[src/rtl/quadrature_generator.sv]
// Quadrature encoder emulator: turns step commands into A/B/Z waveforms and tracks position mod CPR.
// Latency: command accepted on edge T, edge k appears on edge T + k*hp; done pulses in the cycle after the final edge.
// Backpressure: cmd_ready only in IDLE with stop low; a held command waits until the running one completes.
//
// Ports:
//   clk, rst         rising-edge clock, asynchronous active-high reset
//   cmd_valid/ready  command handshake; cmd_dir (1=CW/up), cmd_steps (edges), cmd_half_period (cycles/edge, 0->1)
//   stop             synchronous abort (RUN) / acceptance block (IDLE)
//   enc_a/b/z        registered quadrature outputs and index (high while position == 0)
//   position         current count 0..CPR-1
//   busy, done       RUN indicator, one-cycle completion pulse
module quadrature_generator #(
  parameter int CPR    = 96,
  parameter int STEP_W = 16,
  parameter int DIV_W  = 16,
  parameter int POS_W  = $clog2(CPR)
) (
  input  logic              clk,
  input  logic              rst,
  input  logic              cmd_valid,
  output logic              cmd_ready,
  input  logic              cmd_dir,
  input  logic [STEP_W-1:0] cmd_steps,
  input  logic [DIV_W-1:0]  cmd_half_period,
  input  logic              stop,
  output logic              enc_a,
  output logic              enc_b,
  output logic              enc_z,
  output logic [POS_W-1:0]  position,
  output logic              busy,
  output logic              done
);

  typedef enum logic {IDLE, RUN} state_t;

  localparam logic [POS_W-1:0] POS_MAX = POS_W'(CPR - 1);

  state_t            state;
  logic              dir;
  logic [STEP_W-1:0] remaining;
  logic [DIV_W-1:0]  hp;
  logic [DIV_W-1:0]  timer;

  logic [DIV_W-1:0]  hp_eff;
  logic [POS_W-1:0]  pos_inc;
  logic [POS_W-1:0]  pos_dec;
  logic [POS_W-1:0]  pos_step;

  // A zero spacing would never expire; treat it as one cycle per edge.
  assign hp_eff = (cmd_half_period == '0) ? DIV_W'(1) : cmd_half_period;

  // Explicit wrap at CPR, which need not be a power of two.
  assign pos_inc  = (position == POS_MAX) ? '0 : position + POS_W'(1);
  assign pos_dec  = (position == '0) ? POS_MAX : position - POS_W'(1);
  assign pos_step = dir ? pos_inc : pos_dec;

  assign cmd_ready = (state == IDLE) && !stop;

  always_ff @(posedge clk or posedge rst) begin
    if (rst) begin
      state     <= IDLE;
      dir       <= 1'b0;
      remaining <= '0;
      hp        <= '0;
      timer     <= '0;
      position  <= '0;
      enc_a     <= 1'b0;
      enc_b     <= 1'b0;
      enc_z     <= 1'b1;
      busy      <= 1'b0;
      done      <= 1'b0;
    end else begin
      done <= 1'b0;
      case (state)
        IDLE: begin
          if (cmd_valid && !stop) begin
            dir       <= cmd_dir;
            hp        <= hp_eff;
            timer     <= hp_eff;
            remaining <= cmd_steps;
            if (cmd_steps == '0) begin
              done <= 1'b1;
            end else begin
              state <= RUN;
              busy  <= 1'b1;
            end
          end
        end
        RUN: begin
          // stop takes priority over a coinciding timer expiry: no edge is emitted.
          if (stop) begin
            state <= IDLE;
            busy  <= 1'b0;
          end else if (timer <= DIV_W'(1)) begin
            position  <= pos_step;
            // Gray sequence 00,10,11,01 over position[1:0]; Z registered alongside.
            enc_a     <= pos_step[1] ^ pos_step[0];
            enc_b     <= pos_step[1];
            enc_z     <= (pos_step == '0);
            remaining <= remaining - STEP_W'(1);
            timer     <= hp;
            if (remaining == STEP_W'(1)) begin
              state <= IDLE;
              busy  <= 1'b0;
              done  <= 1'b1;
            end
          end else begin
            timer <= timer - DIV_W'(1);
          end
        end
        default: begin
          state <= IDLE;
          busy  <= 1'b0;
        end
      endcase
    end
  end

endmodule

[config.mk]
export PLATFORM = sky130hd
export DESIGN_NAME = quadrature_generator
export DESIGN_NICKNAME = d
export VERILOG_FILES = /design/src/rtl/quadrature_generator.sv
export SDC_FILE = /design/constraint.sdc
export NUM_CORES = 1
export LEC_CHECK = 0
export BUFFER_PORTS_ARGS = -buffer_cell sky130_fd_sc_hd__buf_2
export CAP_MARGIN = 0
export CORE_ASPECT_RATIO = 1.5
export CORE_MARGIN = 2
export CORE_UTILIZATION = 25
export CTS_CLUSTER_DIAMETER = 60
export DETAILED_ROUTE_END_ITERATION = 10
export SYNTH_ARGS = -nofsm -noshare
export SYNTH_HDL_FRONTEND = slang
export SYNTH_SLANG_ARGS = --single-unit
[constraint.sdc]
create_clock -name clk -period 2.3 [get_ports clk]
set_clock_uncertainty 0.05 [all_clocks]
set_input_delay 0.345 -clock clk [delete_from_list [all_inputs] [get_ports clk]]
set_output_delay 0.345 -clock clk [all_outputs]
set_load 0.005 [all_outputs]
== Word level (Yosys, flattened, before mapping) ==
Index checks and enable logic that the tools add are counted.

* Register bits: 62
* Bits in latches: 0
* Bits in writable memories: 0
* Bits in read-only memories: 0
* Memories: 0

* $add $sub $neg: 4
* Multipliers: 0
* Divide/modulo/power cells: 0
* Order comparisons: 1
* Equal/unequal tests: 8
* Shifts and indexed selects: 0
* Muxes and demuxes: 30
* Bitwise gates (word level): 3
* Reduce and logical (&&, ||, !) cells: 12

{| class="wikitable"
|+ Operators by type and width
! cell !! number
|-
| $mux W16 || 7
|-
| $pmux W16 S2 || 2
|-
| $logic_not A16 Y1 || 2
|-
| $sub A16 B1 Y16 const B || 2
|-
| $mux W7 || 3
|-
| $eq A16 B1 Y1 const B || 1
|-
| $le A16 B1 Y1 const B || 1
|-
| $mux W1 || 15
|-
| $logic_not A7 Y1 || 2
|-
| $add A7 B1 Y7 const B || 1
|-
| $eq A7 B7 Y1 const B || 1
|-
| $sub A7 B1 Y7 const B || 1
|-
| $ne A3 B2 Y1 const B || 2
|-
| $pmux W1 S2 || 3
|-
| $reduce_and A3 Y1 || 2
|-
| $ne A2 B1 Y1 const B || 2
|-
| $ne A2 B2 Y1 const B || 2
|-
| $reduce_and A2 Y1 || 2
|-
| $reduce_and A4 Y1 || 1
|-
| $logic_and A1 B1 Y1 || 2
|-
| $not A1 Y1 || 2
|-
| $logic_not A1 Y1 || 1
|-
| $xor A1 B1 Y1 || 1
|}

== Longest topological paths before layout ==
* Depth in word-level cells: 5
* Depth in mapped cells: 10
* Depth with buffers taken out: 8

== Least setup slack after synthesis ==
No wires, ideal clock.

* Kind: register to register
* Start: reg timer[9]
* End: reg timer[1]
* Library setup time: 0.139 ns
* Arrival time: 2.185 ns
* Required time: 2.111 ns
* Path slack: -0.074 ns
* Cell stages (with the launch flop): 9
* Buffers on the path: 3
* Cell sequence: dfrtp_1 or4_1 or4_1 buf_2 or2_1 buf_6 buf_6 o211ai_1 a22oi_1

* Longest elaborated chain between the ends: 4

{| class="wikitable"
|+ RTL lines
! what !! RTL line !! RTL
|-
| from (decl) || 42 || <nowiki>logic [DIV_W-1:0] timer;</nowiki>
|-
| from (signal assigned) || 79 || <nowiki>timer <= hp_eff;</nowiki>
|-
| from (signal assigned) || 101 || <nowiki>timer <= hp;</nowiki>
|-
| from (signal assigned) || 108 || <nowiki>timer <= timer - DIV_W'(1);</nowiki>
|-
| $le A16 B1 Y1 || 94 || <nowiki>end else if (timer <= DIV_W'(1)) begin</nowiki>
|-
| $mux W16 || 94 ||
|-
| $mux W16 || 91 || <nowiki>if (stop) begin</nowiki>
|-
| $pmux W16 S2 || 74 || <nowiki>case (state)</nowiki>
|}

No other way between the ends. The select of a mux whose other input is x is not followed.
A chain may end at the register's enable or synchronous reset.

== Worst setup path after layout ==
* Start: reg timer[9]
* End: reg enc_z

* Longest elaborated chain between the ends: 2

{| class="wikitable"
|+ RTL lines
! what !! RTL line !! RTL
|-
| $le A16 B1 Y1 || 94 ||
|-
| $reduce_and A3 Y1 (no source line) || - ||
|-
| to (signal assigned) || 99 || <nowiki>enc_z <= (pos_step == '0);</nowiki>
|-
| to (decl) || 28 || <nowiki>output logic enc_z,</nowiki>
|}

No other way between the ends.

==> results.yml <==
status:
  status: "finished, violations left"
  violations: "negative setup slack"
worst_setup_path:
  crit_type: "reg2reg"
  cp_max_fo: 6
  cp_slowest_cell: "or4_4"
  critPathRequiredTime_ns: 2.49
  worstPathCellList: "or4_4 > or4_4 > or3_1 > o31ai_1"
  cp-end-kind: "flop"
  cpLargestDelayFamily: "simple AND/OR/NAND/NOR gates"
  path_buf_inv: 0
  path_common_cell: "or4_4"
  critPathLaunchType: "flop"
  critical_path.max_stage_delay_ns: 0.54
  r2r_start: "timer[9]"
  arrival_ns: 2.50
  cp-startpoint: "timer[9]"
grt:
  grt_max_degree: 44
  use_met2_pct: 23.59
  grt.busiest_layer: "met2"
  grt_pass1_wl_um: 17240
  grt_pass1_vias: 3540
  overflow: 0
  grt_antenna_before_repair: 0
  use_met1_pct: 14.98
  met3_usage_pct: 2.514
  grtUsageTotal_pct: 13.16
power_and_ir_drop:
  power_frac_comb_pct: 24.1
  p_switching_uw: 1178
  seqPwrFrac_pct: 41.3
  p_sw_share_pct: 32.17
  ir_drop_v: 0.0003896
  powerDensity_mw_per_mm2: 747.1
  p_leak_uw: 0.002065
  p_clk_share_pct: 34.6
  intPower_uw: 2484
timing:
  worst_pin_slew_ns: 0.5693
  rsz0062_at_grt: "yes"
  hold_viol: 0
  min_period_ns: 2.311
  drv_slew: 0
  min_period_over_period_pct: 100.5
  relSlewSlack_pct: 61.70
  hold_slack_ns: 0.2030
  max_freq_ghz: 0.4327
  setup_viol_count_final: 1
  setup_slack_ns: -0.01090
routing:
  dr.first_iter.drc_count: 94
  avgViaCountPerCell: 5.100
  drt_pass1_iterations: 7
  antenna_left: 0
  vias: 3606
  wl_per_cell_um: 15.40
  drc: 0
  drt_wl_total_um: 10890
synthesis:
  synthCells: 431
  synth_nets: 476
  ys_types: 60
  ys_seq_area_share_pct: 40.02
  synth-seq-cells: 61
  ys.flop_type: "dfrtp_1"
  synth_edf_count: 0
  yosysWarnings: 0
  async_flop_share_pct: 100.0
  synth_area_mm2: 0.003817
  avgSynthCellArea_um2: 8.857
clocking:
  cts-root-buf: "clkbuf_16"
  cts_buffer_depth: 2
  cts_buffers: 9
  clk_pin_slew_ns: 0.05
  cts.sinks: 61
  cts_tree: "yes"
  htreeDepth: 3
  clock_latency_ns: 0.33
final_layout:
  final_common_cell: "dfrtp_1"
  syn_to_final_growth_pct: 28.42
  nets: 548
  antennaDiodeCount: 0
  drive_above_1_share_pct: 31.89
  fin_cells: 707
  mostFrequentLayoutCells: "60 x dfrtp_1, 49 x buf_2, 41 x nor2_1, 34 x a21oi_1, 31 x buf_4"
  fin_util_pct: 32.68
die:
  io_pins: 50
  initial_core_util_pct: 25.45
  rows: 55
  dieWidth_um: 104.9
  dieHeight_um: 155.3
  die_area_mm2: 0.01629
  coreArea_mm2: 0.01500
worst_hold_path:
  holdCritPathClass: "in2reg"
  min-delay-start: "cmd_dir"
place:
  pre_cts_slack_ns: -0.1018
  port_buffers: 49
  dp.cells: 685
  gp_congestion: 0.8523
  dp_hpwl_um: 7921
run:
  cap_violations: 0
[final timing paths]
| path | end | slack [ns] | cells after the start |
|---|---|---|---|
| max | enc_z | -0.01 | 4 |
| max reg2reg | enc_z | -0.01 | 4 |
| min | dir | 0.20 | 2 |
| max in group asynchronous | done | 1.09 | 4 |
| min in group asynchronous | remaining[8] | 0.51 | 3 |
| min reg2reg | enc_z | 0.43 | 2 |
[worst reg2reg max path: cells and delay by family (launching register included)]
family | cells | cell delay [ns]
AOI/OAI and AO/OA | 1 | 0.29
and+or+nand+nor | 3 | 1.50
DFF | 1 | 0.38
[stage by stage]
step	instance area, um^2	setup TNS (ns)	power (uW)
after floorplan	3817	-0.4284	2062
after global placement	4449	-0.4930	2330
after detailed placement	4449	-0.7791	2360
after CTS	4756	-0.02415	3644
after global routing	4902	-0.7561	3870
final	4902	-0.01090	3662
[Yosys cell counts, types with 6 or more instances]
library cell,n,share of area [%]
buf_2,6,0.79
or3_1,6,0.98
o21ai_0,21,2.8
a31oi_1,9,1.5
a21oi_1,39,5.1
nor3_1,18,2.4
clkbuf_1,17,1.7
nor4_1,12,2.0
o22a_1,10,2.3
xor2_1,8,1.8
ha_1,8,2.6
nand3_1,10,1.3
inv_1,12,1.2
nand2_1,28,2.8
o21ai_1,10,1.3
a21oi_2,6,1.4
nor2_1,43,4.2
dfrtp_1,60,39
nand4_1,6,0.98
mux2_2,18,5.3
[what timing repair did]
item,CTS,global route
hold endpoints to repair,17,0
resized for setup,5,26
endpoints found under the setup margin,26,27
buffers inserted,0,3
gates cloned,0,2
hold buffers,1,0
pin swaps,3,5
[logic make-up after synthesis]
kind of cell | after synthesis | share of synthesized area, %
and+or+nand+nor | 160 | 21.76
AOI/OAI and AO/OA | 129 | 22.03
DFF | 61 | 40.02
buffers and inverters | 42 | 5.211
muxes | 20 | 5.834
xor gates and xnor gates | 11 | 2.524
adders and majority gates | 8 | 2.622
[layout make-up]
type                       instances  area (um^2)
timing repair buffer              90        638.1
sequential                        61         1528
tap                              199        249.0
multi-input combinational        328         2160
clock buffer                      12        256.5
inverter                          13        48.80
fill                            1607        10100
clock inverter                     4        22.52
[power by group through the flow]
stage / Combinational [uW] / Sequential [uW] / Clock (uW)
after floorplan: 607 / 1450 / 0
after detailed placement: 845 / 1510 / 0
after global routing: 982 / 1540 / 1350
after CTS: 853 / 1500 / 1290
final: 883 / 1510 / 1270
after global placement: 824 / 1510 / 0
[state kept, by name, indices dropped and copies added, names as in the netlist]
signal and count:
busy 1, dir 1, done 1, enc_a 1, enc_z 1, hp 16, position 7, remaining 16
state 1, timer 16
[layer usage]
metal / vias to the layer above / wire length [um]
met3: 19 / 367
met5: - / 0
li1: 1730 / -
met4: 0 / 278
met1: 1779 / 4563
met2: 78 / 5680
(Power assumes the default switching activity.)
